File: config.mk
export PLATFORM = sky130hd
export DESIGN_NAME = seg_scroll_ctrl
export DESIGN_NICKNAME = d
export VERILOG_FILES = /design/src/rtl/seg_pkg.sv /design/src/rtl/seg_scroll_ctrl_tick_prescaler.sv /design/src/rtl/seg_scroll_ctrl.sv
export SDC_FILE = /design/constraint.sdc
export NUM_CORES = 1
export LEC_CHECK = 0
export CORE_ASPECT_RATIO = 0.7
export CORE_UTILIZATION = 40
export CTS_BUF_LIST = sky130_fd_sc_hd__clkbuf_8
export DETAILED_ROUTE_END_ITERATION = 6
export SETUP_SLACK_MARGIN = 0.2
export SYNTH_ARGS = -nofsm -noshare
export SYNTH_HDL_FRONTEND = slang
export SYNTH_SLANG_ARGS = --single-unit
export TNS_END_PERCENT = 10
File: constraint.sdc
create_clock -name clk -period 5.6 [get_ports clk]
set_input_delay 1.4 -clock clk [delete_from_list [all_inputs] [get_ports clk]]
set_output_delay 1.4 -clock clk [all_outputs]
set_load 0.03 [all_outputs]
File: src/rtl/seg_pkg.sv
// Shared types and constants for the scrolling 7-segment sequencer.
package seg_pkg;

  localparam int unsigned CODE_W     = 5;
  localparam int unsigned MAX_DIGITS = 8;

  typedef enum logic {
    ST_IDLE = 1'b0,
    ST_RUN  = 1'b1
  } state_e;

  // All-ones digit-enable pattern (every digit dark) for n digits.
  function automatic logic [MAX_DIGITS-1:0] blank_an(input int unsigned n);
    blank_an = MAX_DIGITS'((32'd1 << n) - 32'd1);
  endfunction

endpackage

File: src/rtl/seg_scroll_ctrl_tick_prescaler.sv
// Free-running divide-by-DIV counter producing a one-cycle tick on its last count.
module tick_prescaler #(
  parameter int unsigned DIV = 4
) (
  input  logic clk,
  input  logic rst_n,
  input  logic en_i,
  input  logic clr_i,
  output logic tick_c_o
);

  localparam int unsigned CW = (DIV > 1) ? $clog2(DIV) : 1;
  localparam logic [CW-1:0] LAST = CW'(DIV - 1);

  logic [CW-1:0] cnt_q;
  logic [CW-1:0] cnt_d;

  assign tick_c_o = en_i && !clr_i && (cnt_q == LAST);

  // Next count: clear wins, otherwise count and wrap on the tick.
  always_comb begin
    cnt_d = cnt_q;
    if (clr_i) begin
      cnt_d = '0;
    end else if (en_i) begin
      cnt_d = tick_c_o ? '0 : cnt_q + CW'(1);
    end
  end

  // Counter register.
  always_ff @(posedge clk or negedge rst_n) begin
    if (!rst_n) begin
      cnt_q <= '0;
    end else begin
      cnt_q <= cnt_d;
    end
  end

endmodule

File: src/rtl/seg_scroll_ctrl.sv
// Multiplexed-digit scanner with a scrolling message window feeding one shared decoder.
module seg_scroll_ctrl
  import seg_pkg::*;
#(
  parameter int unsigned NUM_DIGITS    = 4,
  parameter int unsigned MSG_LEN       = 16,
  parameter int unsigned SCAN_DIV      = 50000,
  parameter int unsigned SCROLL_FRAMES = 100
) (
  input  logic                       clk,
  input  logic                       rst_n,
  input  logic                       run,
  input  logic                       hold,
  input  logic                       clear,
  input  logic                       wr_en,
  input  logic [$clog2(MSG_LEN)-1:0] wr_addr,
  input  logic [CODE_W-1:0]          wr_code,
  output logic [CODE_W-1:0]          code_out,
  output logic [NUM_DIGITS-1:0]      an,
  output logic                       frame_tick,
  output logic                       scroll_tick
);

  localparam int unsigned AW = $clog2(MSG_LEN);
  localparam int unsigned DW = $clog2(NUM_DIGITS);
  localparam int unsigned FW = $clog2(SCROLL_FRAMES + 1);
  localparam logic [DW-1:0] LAST_D = DW'(NUM_DIGITS - 1);
  localparam logic [FW-1:0] LAST_F = FW'(SCROLL_FRAMES - 1);
  localparam logic [NUM_DIGITS-1:0] BLANK_AN = NUM_DIGITS'(blank_an(NUM_DIGITS));

  state_e              state_q, state_d;
  logic [DW-1:0]       d_q, d_d;
  logic [FW-1:0]       fcnt_q, fcnt_d;
  logic [AW-1:0]       offset_q, offset_d;
  logic [NUM_DIGITS-1:0] an_q, an_d;
  logic [CODE_W-1:0]   code_q, code_d;
  logic                frame_tick_q, frame_tick_d;
  logic                scroll_tick_q, scroll_tick_d;
  logic                load;
  logic                scan_tick;
  logic                scan_en;
  logic                scan_clr;
  logic [CODE_W-1:0]   msg_q [MSG_LEN];

  assign scan_en  = (state_q == ST_RUN);
  assign scan_clr = !((state_q == ST_RUN) && run);

  tick_prescaler #(
    .DIV (SCAN_DIV)
  ) u_scan_presc (
    .clk      (clk),
    .rst_n    (rst_n),
    .en_i     (scan_en),
    .clr_i    (scan_clr),
    .tick_c_o (scan_tick)
  );

  // Message buffer; reads elsewhere see the pre-write value on a same-edge write.
  always_ff @(posedge clk or negedge rst_n) begin
    if (!rst_n) begin
      for (int i = 0; i < MSG_LEN; i++) begin
        msg_q[i] <= '0;
      end
    end else if (wr_en) begin
      msg_q[wr_addr] <= wr_code;
    end
  end

  // Next-state: scan stepping, frame/scroll counting, clear override, output load.
  always_comb begin
    state_d       = state_q;
    d_d           = d_q;
    fcnt_d        = fcnt_q;
    offset_d      = offset_q;
    an_d          = an_q;
    code_d        = code_q;
    frame_tick_d  = 1'b0;
    scroll_tick_d = 1'b0;
    load          = 1'b0;

    if (state_q == ST_IDLE) begin
      d_d    = '0;
      fcnt_d = '0;
      an_d   = BLANK_AN;
      code_d = '0;
      if (run) begin
        state_d = ST_RUN;
        load    = 1'b1;
      end
    end else if (!run) begin
      state_d = ST_IDLE;
      d_d     = '0;
      fcnt_d  = '0;
      an_d    = BLANK_AN;
      code_d  = '0;
    end else if (scan_tick) begin
      load = 1'b1;
      if (d_q == LAST_D) begin
        d_d          = '0;
        frame_tick_d = 1'b1;
        if (!hold) begin
          if (fcnt_q == LAST_F) begin
            fcnt_d        = '0;
            offset_d      = offset_q + AW'(1);
            scroll_tick_d = 1'b1;
          end else begin
            fcnt_d = fcnt_q + FW'(1);
          end
        end
      end else begin
        d_d = d_q + DW'(1);
      end
    end

    if (clear) begin
      offset_d      = '0;
      fcnt_d        = '0;
      scroll_tick_d = 1'b0;
    end

    // A new offset only reaches the display at the next slot load, so frames never split.
    if (load) begin
      an_d   = ~(NUM_DIGITS'(1) << d_d);
      code_d = msg_q[offset_d + AW'(d_d)];
    end
  end

  // State and output registers.
  always_ff @(posedge clk or negedge rst_n) begin
    if (!rst_n) begin
      state_q       <= ST_IDLE;
      d_q           <= '0;
      fcnt_q        <= '0;
      offset_q      <= '0;
      an_q          <= BLANK_AN;
      code_q        <= '0;
      frame_tick_q  <= 1'b0;
      scroll_tick_q <= 1'b0;
    end else begin
      state_q       <= state_d;
      d_q           <= d_d;
      fcnt_q        <= fcnt_d;
      offset_q      <= offset_d;
      an_q          <= an_d;
      code_q        <= code_d;
      frame_tick_q  <= frame_tick_d;
      scroll_tick_q <= scroll_tick_d;
    end
  end

  assign code_out    = code_q;
  assign an          = an_q;
  assign frame_tick  = frame_tick_q;
  assign scroll_tick = scroll_tick_q;

endmodule

==> results by group <==
Cells and area
  • Area delta synth->final: 15.8%
  • Commonest cells after routing, fill and taps aside: dfrtp_1 (117), mux2_2 (87), nor2_1 (38), nand2_1 (25), clkdlybuf4s50_1 (24)
  • Post-route insts no fill: 678
  • Layout cells sized above 1: 33.0%
  • Commonest non-fill, non-tap cell in the layout: dfrtp_1
  • Net count, final: 497
  • # fillers: 1210
  • Final design utilization: 47.9%
  • N_diodes: 0

Critical path
  • Worst Setup SP: run
  • Worst Path Max Fanout: 15
  • Reg2reg start: u_scan_presc.cnt_q[13]
  • Crit end category: register
  • Req. time, crit path: 5.91 ns
  • CP startpoint kind: input port
  • Critical path class: input port to register
  • CP arrival: 4.97 ns

Timing
  • Final TNS setup: 0 ns
  • Unrepaired setup endpoints after global routing: false
  • Slew HR: 48.6%
  • Period utilization: 83.2%
  • Tmin final: 4.66 ns
  • Final Hold Violating Endpoints: 0
  • Layout Skew: 0.00643 ns
  • Slew Limit Fails: 0
  • Final setup fails: 0
  • Hold WS: 0.507 ns
  • Fmax: 215 MHz
  • Setup ws final: 0.940 ns
  • Worst-Margin Slew: 0.771 ns

Power and ir drop
  • Flop pwr share: 48.2%
  • Clock power frac: 39.4%
  • Pint: 1.74 mW
  • Power share of the combinational group: 12.4%
  • Max VDD drop: 151 uV
  • Power Dens Cells: 340 nW/um2
  • P_sw: 544 uW
  • Sw frac: 23.8%
  • Static Leakage: 2.83 nW

Yosys
  • Post-synth EDFFs: 0
  • Yosys reg bits: 121
  • Syn Inst Count: 444
  • Area leader, netlist: dfrtp_1
  • Mapped Avg Cell Area: 13.0 um2
  • Synth cell types: 52
  • Syn_nets: 466
  • Ys async rst share: 100%
  • Synthesized area: 5790 um2
  • Leading post-synthesis cells by cell area: dfrtp_1 (51%), mux2_2 (17%), mux4_2 (7.8%)
  • Post-synth top flop: dfrtp_1
  • Synth warn: 0
  • Sequential share of the synthesized area: 52.4%
  • Synth top area share: 50.6%

Floorplanning
  • Die Y-Extent: 103 um
  • Die Wd: 146 um
  • Starting Density: 41.3%
  • DIE AREA: 15000 um2
  • Io pins: 26
  • Row cnt: 36
  • Core Area: 14000 um2

Route
  • Drt first pass iters: 4
  • # DRC: 0
  • Antenna-violating nets left: 0
  • Via Count: 3715
  • DR vias/cell: 5.48
  • Drt total wl: 12700 um
  • Initial drt markers: 160
  • Drt wl/cell: 18.8 um

GRT
  • Initial antenna violation count: 0
  • Vias in the first global route: 3728
  • Largest net degree at the start of global routing: 44
  • First-pass GRT wire length: 21100 um
  • GRT Total Usage: 18.8%
  • Total congestion overflow: 0

Clock tree
  • Cts repair resizes: 0
  • Max Root-Sink Buffers: 2
  • Clock Sinks: 121
  • Clock transition at path regs: 0.07 ns
  • Inserted Clock Buffers: 17
  • CTS Hold Bufs: 0
  • Post-CTS setup buffers: 0
  • Root Driver: clkbuf_8
  • CTS tree: built
  • Htree depth: 4
  • Clock Latency Late Sink: 0.43 ns

Run
  • Max_cap viols: 0

Placed design
  • Routability cong.: 0.793
  • HPWL Detailed: 8830 um
  • Port Buffers: 25
  • Placed insts: 646
  • Placement Setup Slack: 0.501 ns

Worst hold path
  • Hold path startpoint: msg_q[8]
  • Worst Hold Class: register to register

Run status
  • Outcome: completed
## synth_stat cells (all sizes together) (5+ instances only)
master,count
nand2b,6
mux2i,6
xor2,12
ha,6
mux2,87
mux4,20
a32oi,5
nand3,6
or3,7
and3,11
nand3b,5
clkbuf,18
o21ai,15
nor2,38
a21oi,12
dfrtp,117
nand2,25
## per-layer routing
layer	global-route usage [%]	vias up	part of all wire (%)
met5	0	-	0
met1	28.1	1929	51
met3	5.18	10	5.7
met2	26.0	84	42
met4	6.56	0	0.86
li1	-	1692	-
## metrics by stage
step	total power, mW	area (um2)
after floorplan	1.28	5790
after global placement	1.39	6250
after detailed placement	1.39	6250
after CTS	2.30	6710
after global routing	2.38	6710
final	2.28	6710
## power groups by stage
stage / logic (mW) / clock network, mW / registers [mW]
after floorplan: 0.199 / 0 / 1.08
after global placement: 0.275 / 0 / 1.11
after detailed placement: 0.285 / 0 / 1.11
after CTS: 0.286 / 0.919 / 1.10
after global routing: 0.308 / 0.955 / 1.12
final: 0.284 / 0.898 / 1.10
## final cells by class
| class | count | area (um2) | area share (%) |
|---|---|---|---|
| multi-input cells | 301 | 2670 | 39.8 |
| flip-flops and latches | 121 | 3030 | 45.2 |
| clock inverters | 13 | 200 | 2.98 |
| inverters | 2 | 7.51 | 0.112 |
| well taps | 190 | 238 | 3.54 |
| clock buffers | 19 | 262 | 3.90 |
| repair buffers | 32 | 300 | 4.48 |
## cells by family (layout without fill, tap and decap cells)
logic type / Yosys count / in the layout / share of synthesized area (%)
flops: 121 / 121 / 52.4
compound gates: 41 / 41 / 4.62
xor+xnor: 15 / 15 / 2.40
mux: 113 / 113 / 25.7
buf+inv: 22 / 66 / 1.58
simple gates: 125 / 125 / 11.7
fa+ha+maj: 7 / 7 / 1.64
## path summary, 6_finish.rpt
path,end,slack [ns],cells past startpoint
max reg2reg,code_out[0],1.09,13
min in group asynchronous,u_scan_presc.cnt_q[12],0.93,1
min reg2reg,msg_q[8],0.51,1
max,code_out[0],0.94,11
max in group asynchronous,msg_q[4],3.72,2
min,msg_q[8],0.51,1
## sequential cells by signal, summed over array words and instances (netlist names)
register / count
scroll_tick: 1
d_q: 2
msg_q: 80
frame_tick: 1
u_scan_presc.cnt_q: 16
offset_q: 4
fcnt_q: 7
scan_en: 1
code_out: 5
an: 4
## critical path, cell delays in order
cell and delay, ns:
clkdlybuf4s50_1 0.58, and2_1 0.33, nand3_1 0.19, xor2_1 0.20, nor2_1 0.06, ha_1 0.21, fa_1 1.00, mux4_2 0.41
mux2_2 0.28, a32oi_1 0.20, o21ai_1 0.09
(Power assumes the default switching activity.)
